==> src/rtl/acc_write_arbiter.sv <==
// Write-port arbiter for the two 16-bit accumulators (ACC_A, ACC_B).
// Three requesters get independent round-robin arbitration per destination; all outputs are registered.
module acc_write_arbiter #(
  parameter int unsigned WIDTH   = 16,
  parameter int unsigned NUM_REQ = 3
) (
  input  logic               CLK,
  input  logic               RST,
  input  logic [NUM_REQ-1:0] req,
  input  logic [NUM_REQ-1:0] dest,
  input  logic [WIDTH-1:0]   data0,
  input  logic [WIDTH-1:0]   data1,
  input  logic [WIDTH-1:0]   data2,
  output logic [NUM_REQ-1:0] gnt,
  output logic               write_signal_a,
  output logic [WIDTH-1:0]   input_value_a,
  output logic               write_signal_b,
  output logic [WIDTH-1:0]   input_value_b
);

  localparam int unsigned PTR_W = 2;

  logic [NUM_REQ-1:0] r_gnt;
  logic               r_wr_a;
  logic               r_wr_b;
  logic [WIDTH-1:0]   r_val_a;
  logic [WIDTH-1:0]   r_val_b;
  logic [PTR_W-1:0]   r_ptr_a;
  logic [PTR_W-1:0]   r_ptr_b;

  logic [NUM_REQ-1:0] w_elig_a;
  logic [NUM_REQ-1:0] w_elig_b;
  logic [NUM_REQ-1:0] w_win_a;
  logic [NUM_REQ-1:0] w_win_b;
  logic [WIDTH-1:0]   w_data_a;
  logic [WIDTH-1:0]   w_data_b;
  logic [PTR_W-1:0]   w_ptr_a_nxt;
  logic [PTR_W-1:0]   w_ptr_b_nxt;

  // First eligible requester scanning ptr, ptr+1, ptr+2 (mod 3); one-hot result.
  function automatic logic [NUM_REQ-1:0] rr_pick(input logic [NUM_REQ-1:0] elig,
                                                  input logic [PTR_W-1:0]   ptr);
    logic [2:0] s;
    logic       found;
    rr_pick = '0;
    found   = 1'b0;
    for (int k = 0; k < 3; k++) begin
      s = 3'(ptr) + 3'(k);
      if (s >= 3'd3) s = s - 3'd3;
      if (!found && elig[s[1:0]]) begin
        rr_pick[s[1:0]] = 1'b1;
        found           = 1'b1;
      end
    end
  endfunction

  // Pointer moves to the requester just after the winner.
  function automatic logic [PTR_W-1:0] ptr_after(input logic [NUM_REQ-1:0] win);
    ptr_after = '0;
    if (win[0]) ptr_after = PTR_W'(1);
    if (win[1]) ptr_after = PTR_W'(2);
    if (win[2]) ptr_after = PTR_W'(0);
  endfunction

  function automatic logic [WIDTH-1:0] sel_data(input logic [NUM_REQ-1:0] win,
                                                input logic [WIDTH-1:0]   d0,
                                                input logic [WIDTH-1:0]   d1,
                                                input logic [WIDTH-1:0]   d2);
    sel_data = '0;
    if (win[0]) sel_data = d0;
    if (win[1]) sel_data = d1;
    if (win[2]) sel_data = d2;
  endfunction

  // A requester whose grant is currently showing is masked to prevent a double grant.
  always_comb begin
    w_elig_a    = req & ~dest & ~r_gnt;
    w_elig_b    = req &  dest & ~r_gnt;
    w_win_a     = rr_pick(w_elig_a, r_ptr_a);
    w_win_b     = rr_pick(w_elig_b, r_ptr_b);
    w_data_a    = sel_data(w_win_a, data0, data1, data2);
    w_data_b    = sel_data(w_win_b, data0, data1, data2);
    w_ptr_a_nxt = ptr_after(w_win_a);
    w_ptr_b_nxt = ptr_after(w_win_b);
  end

  always_ff @(posedge CLK) begin
    if (RST) begin
      r_gnt   <= '0;
      r_wr_a  <= 1'b0;
      r_wr_b  <= 1'b0;
      r_val_a <= '0;
      r_val_b <= '0;
      r_ptr_a <= '0;
      r_ptr_b <= '0;
    end else begin
      r_gnt  <= w_win_a | w_win_b;
      r_wr_a <= |w_win_a;
      r_wr_b <= |w_win_b;
      // Data and pointer hold when a destination has no winner.
      if (|w_win_a) begin
        r_val_a <= w_data_a;
        r_ptr_a <= w_ptr_a_nxt;
      end
      if (|w_win_b) begin
        r_val_b <= w_data_b;
        r_ptr_b <= w_ptr_b_nxt;
      end
    end
  end

  assign gnt            = r_gnt;
  assign write_signal_a = r_wr_a;
  assign input_value_a  = r_val_a;
  assign write_signal_b = r_wr_b;
  assign input_value_b  = r_val_b;

endmodule

==> config.mk <==
export PLATFORM = sky130hd
export DESIGN_NAME = acc_write_arbiter
export DESIGN_NICKNAME = d
export VERILOG_FILES = /design/src/rtl/acc_write_arbiter.sv
export SDC_FILE = /design/constraint.sdc
export NUM_CORES = 1
export LEC_CHECK = 0
export CELL_PAD_IN_SITES_DETAIL_PLACEMENT = 0
export CELL_PAD_IN_SITES_GLOBAL_PLACEMENT = 2
export CORE_ASPECT_RATIO = 0.6
export CORE_MARGIN = 2
export CORE_UTILIZATION = 27
export DETAILED_ROUTE_END_ITERATION = 16
export HOLD_SLACK_MARGIN = 0.05
export PLACE_DENSITY = 0.78
export SKIP_CTS_REPAIR_TIMING = 1
export SLEW_MARGIN = 5
export SYNTH_ARGS = -nofsm -noshare
export SYNTH_HDL_FRONTEND = slang
export SYNTH_SLANG_ARGS = --single-unit
==> constraint.sdc <==
create_clock -name CLK -period 3.3 [get_ports CLK]
set_input_delay 0.66 -clock CLK [delete_from_list [all_inputs] [get_ports CLK]]
set_output_delay 0.66 -clock CLK [all_outputs]
set_load 0.02 [all_outputs]
==> results of run 1 <==
-- critical path, delay by kind of cell --
family / cells / cell delay [ns]
AO/OA/AOI/OAI: 2 / 0.43
multiplexers: 1 / 0.32
AND/OR/NAND/NOR: 3 / 0.74
buffers and inverters: 4 / 1.02
-- path summary, 6_finish.rpt --
kind,startpoint,endpoint
worst max-delay path,dest[0],input_value_a[14]
worst min register to register,r_ptr_a[0],r_ptr_a[0]
worst max register to register,r_ptr_a[0],input_value_a[9]
worst min-delay path,r_ptr_a[0],r_ptr_a[0]
-- metrics by stage --
step                      instances  instance area [sq um]
after detailed placement        578                   4269
final                           586                   4468
after global placement          578                   4269
after CTS                       586                   4459
after global routing            586                   4468
after floorplan                 343                   3019
-- report_power, final --
part,internal [uW],total [uW],switching [uW]
logic,1380,2950,1570
clock network,432,640,207
registers,703,847,145
-- kinds of logic after synthesis --
kind of cell	Yosys count	share of synthesized area, %
AND/OR/NAND/NOR	76	18.53
flip-flops	41	27.19
buffers and inverters	50	7.252
adder cells (fa/ha/maj)	8	3.316
multiplexers	16	5.968
AO/OA/AOI/OAI	152	37.75
-- flip-flops by register name (all words and copies together), names as in the netlist --
| signal | flops |
|---|---|
| input_value_a | 16 |
| input_value_b | 16 |
| gnt | 3 |
| r_ptr_a | 2 |
| r_ptr_b | 2 |
| write_signal_a | 1 |
| write_signal_b | 1 |
-- metal layers --
metal	up-vias	global-route usage, %
li1	1554	-
met1	1601	29.80
met2	131	27.32
met3	2	4.020
met4	0	1.182
met5	-	0
-- cell type report --
type	count	share of cell area [%]
flip-flops and latches	41	18.37
inverters	25	2.100
well taps	139	3.892
repair buffers	121	26.60
multi-input cells	252	44.78
clock buffers	5	2.800
clock inverters	3	1.456
-- cells in the final DEF, fill, tap and decap left out, drive strengths merged, types with 12 or more instances in the layout --
| master | instances |
|---|---|
| o221ai | 18 |
| a211oi | 12 |
| inv | 24 |
| a21boi | 26 |
| a21oi | 29 |
| dfxtp | 41 |
| clkdlybuf4s50 | 92 |
| buf | 29 |
| o221a | 18 |
| mux2 | 16 |
| o21ai | 24 |
==> metrics, run 1 <==
cell mode on critical path buf_4; Setup Viol. Count Final 0; Mapped Area 0.003019 sq mm; Clock Root Buffer clkbuf_16; most frequent cells after synthesis 41 x dfxtp_1, 29 x a21oi_1, 26 x a21boi_0; Async S/R FF share, synth 0%; port buffer count 92; row count 29; DPL Wire Length 8.466 mm; Clock Sink Count 41; fill count 1060; layout cells sized above 1 17.00%; setup tns final 0 ns; GPL Wtd Cong 0.7916; H-tree depth 2; CP endpoint kind flip-flop; number of DRC markers in iteration 0 328; Layout Nets 510; post-route ant nets 0; GRT Total Usage 18.92%; ranking of synthesized cells by area dfxtp_1 27%, a21boi_0 6.5%, o221ai_1 5.2%; Core Region 0.01074 sq mm; post-synth top area share 27.19%; DR vias/cell 5.611; period utilisation layout 91.18%; Max Cap Viol 0; critical path data required time 3.47 ns; final-report hold violation count 0; M1 WL 6.052 mm; PD cells 993.3 mW/mm^2; Critical Path Slowest Stage Cell nor4b_1; vias in the first global route 3194; post-layout min period 3.009 ns; die height 85.91 um; I/O pin total 93; Slew Limit Fails 0; pre-CTS setup slack 0.03536 ns; Final Routed Wirelength 11.56 mm; post-route setup slack 0.2912 ns; Highest Signal Layer met4; CTS Buffer Depth 2; Syn Nets 407; CP max FO 12; Clk Latency, worst-skew pair 0.28 ns; Hold Path Stages 2; Hold Worst Slack 0.5323 ns; Util after Layout 41.60%; number of synthesized flops with an enable pin 0; status complete, no violations; worst slew pin tran 0.5313 ns; worst hold path type flip-flop to flip-flop; area delta synth->final 47.99%; ys flop type dfxtp_1; Pwr Total 4438 uW; Starting Density 28.11%; TritonCTS clock tree done; via count 3288; area leader, netlist dfxtp_1; crit-path cells clkdlybuf4s50_1 > nor4b_1 > nor4_1 > buf_4 > a211oi_2 > buf_4 > nand3_4 > buf_12 > mux2_1 > o221a_1; unrepaired setup endpoints after global routing no; syn avg cell area 8.802 sq um; routed length on met2 4.761 mm; Clock transition at path regs 0.06 ns; # DRC 0; reg2reg setup slack 0.32 ns; Clock Skews 0.005159 ns; Sequential Area 820.8 sq um; Arrival @ worst endpoint 3.18 ns; leak pwr 0.001661 uW; sequential area share after synthesis 27.19%; synthesized flop and latch total 41; synth unique cells 62; DIE AREA 0.01207 sq mm; Synth Warn # 0; CP max stage delay 0.52 ns; Rel. slew slack 64.45%; FF-to-FF path depth 11; initial antenna violation count 0; Max VDD drop 327.2 uV; chip width 140.5 um; CTS Buf Count 5; highest clock rate 332.4 MHz; wire length on met3 737 um; drt first pass iters 5; antenna fix cells 0; most instantiated library cell after synthesis dfxtp_1; pin count of the biggest net entering global routing 24; critical path launch point type primary input; first-pass GRT wire length 18.14 mm; gr ovfl total 0; worst setup path class primary input to flip-flop; multi-input logic area 0.002001 sq mm; post-synthesis cell count 343; post-DR wirelength/cell 19.72 um
No activity file was read; power rests on OpenSTA's default activity.
==> run 2: changes to the inputs <==
--- a/config.mk
+++ b/config.mk
@@ -13,6 +13,7 @@
 export DETAILED_ROUTE_END_ITERATION = 16
 export HOLD_SLACK_MARGIN = 0.05
 export PLACE_DENSITY = 0.78
+export REMOVE_ABC_BUFFERS = 1
 export SKIP_CTS_REPAIR_TIMING = 1
 export SLEW_MARGIN = 5
 export SYNTH_ARGS = -nofsm -noshare
==> run 2 against run 1 <==
Against the previous run:
- worst setup slack worse by 0.11 ns
- routed wire length rose by 3.3%
- largest cell class unchanged
- cell area decreased by 0.53%
- first-iteration DRC count decreased by 24%
- largest power group unchanged
- register-to-register slack improved by 0.02 ns
- highest routed layer unchanged
==> metrics, run 2 (same netlist as run 1, synthesis figures left out) <==
post-route ant nets 0; post-layout min period 3.114 ns; Max VDD drop 435.9 uV; Slew Limit Fails 0; DIE AREA 0.01207 sq mm; layout cells sized above 1 16.78%; final-report hold violation count 0; CP max stage delay 0.57 ns; CTS Buf Count 5; most common cell after layout, fill and taps aside clkdlybuf4s50_1; fill count 1074; Setup Viol. Count Final 0; worst setup path class primary input to flip-flop; Rel. slew slack 59.72%; PD cells 975.2 mW/mm^2; pin count of the biggest net entering global routing 36; critical path launch point type primary input; Core Region 0.01074 sq mm; Clk Latency, worst-skew pair 0.29 ns; Layout Nets 511; Clock Root Buffer clkbuf_16; critical path data required time 3.48 ns; row count 29; crit-path cells clkdlybuf4s50_1 > or4bb_1 > nor4_1 > a211oi_2 > nand3_4 > buf_12 > mux2_2 > o221a_2; worst hold path type flip-flop to flip-flop; GPL Wtd Cong 0.8499; vias in the first global route 3326; cell count along the critical path 8; H-tree depth 2; worst reg2reg path endpoint input_value_a[4]; first-pass GRT wire length 18.48 mm; Starting Density 28.11%; Crit path max-delay family simple AND/OR/NAND/NOR gates; Util after Layout 41.38%; Flop pwr share 19.7%; worst reg2reg path startpoint r_ptr_a[0]; drt first pass iters 7; unrepaired setup endpoints after global routing no; Arrival @ worst endpoint 3.29 ns; Net Sw Frac 44.64%; Sw Pwr 1935 uW; Worst Path Buf+Inv 2; gr ovfl total 0; FF-to-FF path depth 9; DR vias/cell 5.681; Clock Skews 0.004818 ns; Combinational Power Share 68.6%; CP max FO 18; GRT Total Usage 19.80%; leak pwr 0.001653 uW; period utilisation layout 94.38%; Max Cap Viol 0; Hold Path Stages 2; Clock transition at path regs 0.06 ns; setup tns final 0 ns; I/O pin total 93; clock share of power 11.7%; Min-Delay Endpoint r_ptr_a[0]; chip width 140.5 um; Internal 2399 uW; initial antenna violation count 0; Critical Path Slowest Stage Cell or4bb_1; status complete, no violations; CTS Buffer Depth 2; antenna fix cells 0; highest clock rate 321.1 MHz; post-DR wirelength/cell 20.38 um; area delta synth->final 47.20%; CP endpoint kind flip-flop; DPL Wire Length 8.695 mm; worst slew pin tran 0.5958 ns; via count 3329; Final Routed Wirelength 11.94 mm; min-delay src r_ptr_a[0]; die height 85.91 um; commonest non-fill, non-tap cells in the layout 92 x clkdlybuf4s50_1, 41 x dfxtp_1, 29 x a21oi_1; Clock Sink Count 41; port buffer count 92; # DRC 0; TritonCTS clock tree done; number of DRC markers in iteration 0 250; reg2reg setup slack 0.34 ns
==> run 2: cell count changes in the layout (fill, tap and decap cells not counted) <==
cell	delta
o221a_2	+1
buf_12	+2
clkinv_2	-1
o221a_4	-1
clkbuf_1	+1
bufinv_16	-2
clkbuf_8	+1
buf_4	-1
==> run 2: area by class of cell <==
class	instances	area [sq um]	share of cell area, %
repair buffers	122	1221	27.48
multi-input cells	252	1992	44.82
flip-flops and latches	41	820.8	18.47
inverters	25	93.84	2.111
well taps	139	173.9	3.913
clock buffers	7	142.6	3.209
==> run 2: how the worst max path moves through the flow <==
stage | to | startpoint
3_5_place_dp | input_value_a[2] | dest[1]
6_report | input_value_a[4] | dest[1]
4_1_cts | input_value_a[2] | dest[1]
5_1_grt | input_value_a[3] | dest[1]
3_3_place_gp | input_value_a[6] | req[0]
2_1_floorplan | input_value_a[0] | r_ptr_a[0]
==> run 2: metal layers <==
layer / routed length, um / GRT usage, %
met3: 959 / 5.416
met1: 6067 / 29.64
met4: 199 / 6.273
met5: 0 / 0
met2: 4716 / 27.14
==> run 2: tightest hold or removal path: cells and delay by family (launching register included) <==
kind             cells  cell delay [ns]
AND/OR/NAND/NOR      2             0.15
flip-flops           1             0.33
==> run 2: power groups by stage <==
stage / clock, uW / combinational (uW) / sequential [uW]
2_1_floorplan: 0 / 1490 / 1020
3_3_place_gp: 0 / 2920 / 861
3_5_place_dp: 0 / 2950 / 860
4_1_cts: 513 / 2960 / 853
5_1_grt: 540 / 3200 / 873
6_report: 507 / 2970 / 855
==> run 2: per-stage QoR <==
stage	hold WS [ns]	power, uW	setup slack (ns)	instance area, sq um	instances
after floorplan	0.5009	2511	0.2863	2894	318
after global placement	0.5237	3779	-0.002504	4302	579
after detailed placement	0.5245	3809	-0.1083	4302	579
after CTS	0.5340	4327	0.2016	4444	586
after global routing	0.5645	4610	0.07554	4444	586
final	0.5312	4334	0.1855	4444	586
==> run 3: changes to the inputs <==
--- a/config.mk
+++ b/config.mk
@@ -9,10 +9,11 @@
 export CELL_PAD_IN_SITES_GLOBAL_PLACEMENT = 2
 export CORE_ASPECT_RATIO = 0.6
 export CORE_MARGIN = 2
-export CORE_UTILIZATION = 27
+export CORE_UTILIZATION = 40
 export DETAILED_ROUTE_END_ITERATION = 16
+export DONT_BUFFER_PORTS = 1
 export HOLD_SLACK_MARGIN = 0.05
-export PLACE_DENSITY = 0.78
+export PLACE_DENSITY = 0.83
 export REMOVE_ABC_BUFFERS = 1
 export SKIP_CTS_REPAIR_TIMING = 1
 export SLEW_MARGIN = 5
==> constraint.sdc (replaced) <==
create_clock -name CLK -period 3.9 [get_ports CLK]
set_input_delay 0.585 -clock CLK [delete_from_list [all_inputs] [get_ports CLK]]
set_output_delay 0.585 -clock CLK [all_outputs]
set_load 0.02 [all_outputs]
==> run 3 against run 2 <==
Against the previous run:
- first-iteration DRC count is 8.4% lower
- power down 30%
- sequential cell count unchanged
- register-to-register slack gained 0.22 ns
- worst setup slack improved by 0.38 ns
- global-route usage grew 3.8 points
- clock-buffer cell count unchanged
- clock skew about the same
- sequential power up 6.4%
- cell area down 27%
- largest cell class unchanged
==> metrics, run 3 (same netlist as run 1, synthesis figures left out) <==
drt first pass iters 5; vias in the first global route 2797; FF-to-FF path depth 7; cell count after placement 431; status complete, no violations; most common cell after layout, fill and taps aside dfxtp_1; Core Region 0.007297 sq mm; GRT busiest layer met1; CP endpoint kind flip-flop; TritonCTS clock tree done; leak pwr 0.001173 uW; worst setup path class flip-flop to flip-flop; cell count along the critical path 7; reg2reg setup slack 0.56 ns; Slew Limit Fails 0; GRT Total Usage 23.63%; die height 71.30 um; antenna fix cells 0; Critical Path Slowest Stage Cell a31oi_2; post-DR wirelength/cell 21.76 um; Clock Sink Count 41; CTS Buffer Depth 2; setup tns final 0 ns; H-tree depth 2; Arrival @ worst endpoint 3.54 ns; Crit path max-delay family compound AO/OA/AOI/OAI gates; PD cells 932.9 mW/mm^2; area delta synth->final 7.335%; Rel. slew slack 22.71%; Setup crit end input_value_b[10]; CP max stage delay 1.01 ns; Clock Root Buffer clkbuf_16; Net Sw Frac 48.70%; critical path data required time 4.10 ns; row count 24; Final Routed Wirelength 9.530 mm; Layout Nets 398; Max VDD drop 371.7 uV; DR vias/cell 6.345; Starting Density 41.38%; CP max FO 18; chip width 116.2 um; crit-path cells inv_1 > ha_1 > nor3_1 > a311oi_1 > a31oi_2 > o221ai_1 > o21ai_0; worst reg2reg path startpoint r_ptr_b[0]; DPL Wire Length 6.709 mm; met1 Use GR 36.13%; highest clock rate 299.5 MHz; unrepaired setup endpoints after global routing no; post-route ant nets 0; Clock transition at path regs 0.06 ns; worst hold path type primary input to flip-flop; worst reg2reg path endpoint input_value_b[10]; Sw Pwr 1472 uW; GRT met3 Usage 8.206%; final-report hold violation count 0; CP startpoint r_ptr_b[0]; I/O pin total 93; port buffer count 0; GPL Wtd Cong 0.8117; fin cells 438; commonest non-fill, non-tap cells in the layout 41 x dfxtp_1, 29 x a21oi_1, 26 x a21boi_0; Max Cap Viol 0; CTS Buf Count 5; Worst Path Buf+Inv 1; Combinational Power Share 56.0%; worst slew pin tran 1.156 ns; Util after Layout 44.41%; number of DRC markers in iteration 0 229; Flop pwr share 30.1%; post-layout min period 3.339 ns; Clk Latency, worst-skew pair 0.28 ns; Clock Skews 0.004616 ns; clock share of power 13.9%; first-pass GRT wire length 15.31 mm; critical path launch point type flip-flop; initial antenna violation count 0; period utilisation layout 85.61%; Setup Viol. Count Final 0; pin count of the biggest net entering global routing 36; DIE AREA 0.008282 sq mm; Internal 1551 uW; via count 2779; # DRC 0; layout cells sized above 1 15.87%; GRT met2 Usage 32.29%; gr ovfl total 0
## run 3: worst min path at each step
stage	startpoint	to	slack, ns	cells after the start
floorplan	r_ptr_a[0]	r_ptr_a[0]	0.50	2
global route	RST	gnt[1]	0.36	1
global placement	r_ptr_a[0]	r_ptr_a[0]	0.53	2
finish	RST	gnt[1]	0.37	1
detailed placement	r_ptr_a[0]	r_ptr_a[0]	0.54	2
CTS	RST	gnt[1]	0.36	1
## run 3: final cells by class
type | instances | area [sq um]
fillers | 705 | 4056
multi-input cells | 252 | 1986
flip-flops and latches | 41 | 820.8
clock buffers | 7 | 142.6
well taps | 104 | 130.1
inverters | 25 | 93.84
repair buffers | 9 | 67.56
## run 3: power by group through the flow
stage               registers, uW  clock network (uW)  logic (uW)
floorplan                     866                   0        1260
global placement              918                   0        1650
detailed placement            919                   0        1680
CTS                           912                 421        1690
global route                  931                 439        1870
finish                        910                 420        1690
## run 3: worst reg2reg max path, stage by stage, from the launching register on
cell      delay [ns]
dfxtp_1         0.39
inv_1           0.08
ha_1            0.46
nor3_1          0.58
a311oi_1        0.34
a31oi_2         1.01
o221ai_1        0.20
o21ai_0         0.20
## run 3: metal layers
metal | vias to the layer above | wire, um
met3 | 6 | 1015
met5 | - | 0
met1 | 1310 | 4522
met2 | 132 | 3922
li1 | 1331 | -
met4 | 0 | 70
## run 3: metrics by stage
step / hold WS, ns / setup slack [ns] / cell area (sq um) / power, uW
finish: 0.3654 / 0.5611 / 3241 / 3023
CTS: 0.3590 / 0.6050 / 3241 / 3020
detailed placement: 0.5374 / 0.6223 / 3098 / 2597
global placement: 0.5318 / 0.6957 / 3098 / 2571
floorplan: 0.5009 / 0.8863 / 2894 / 2124
global route: 0.3563 / 0.4039 / 3241 / 3240
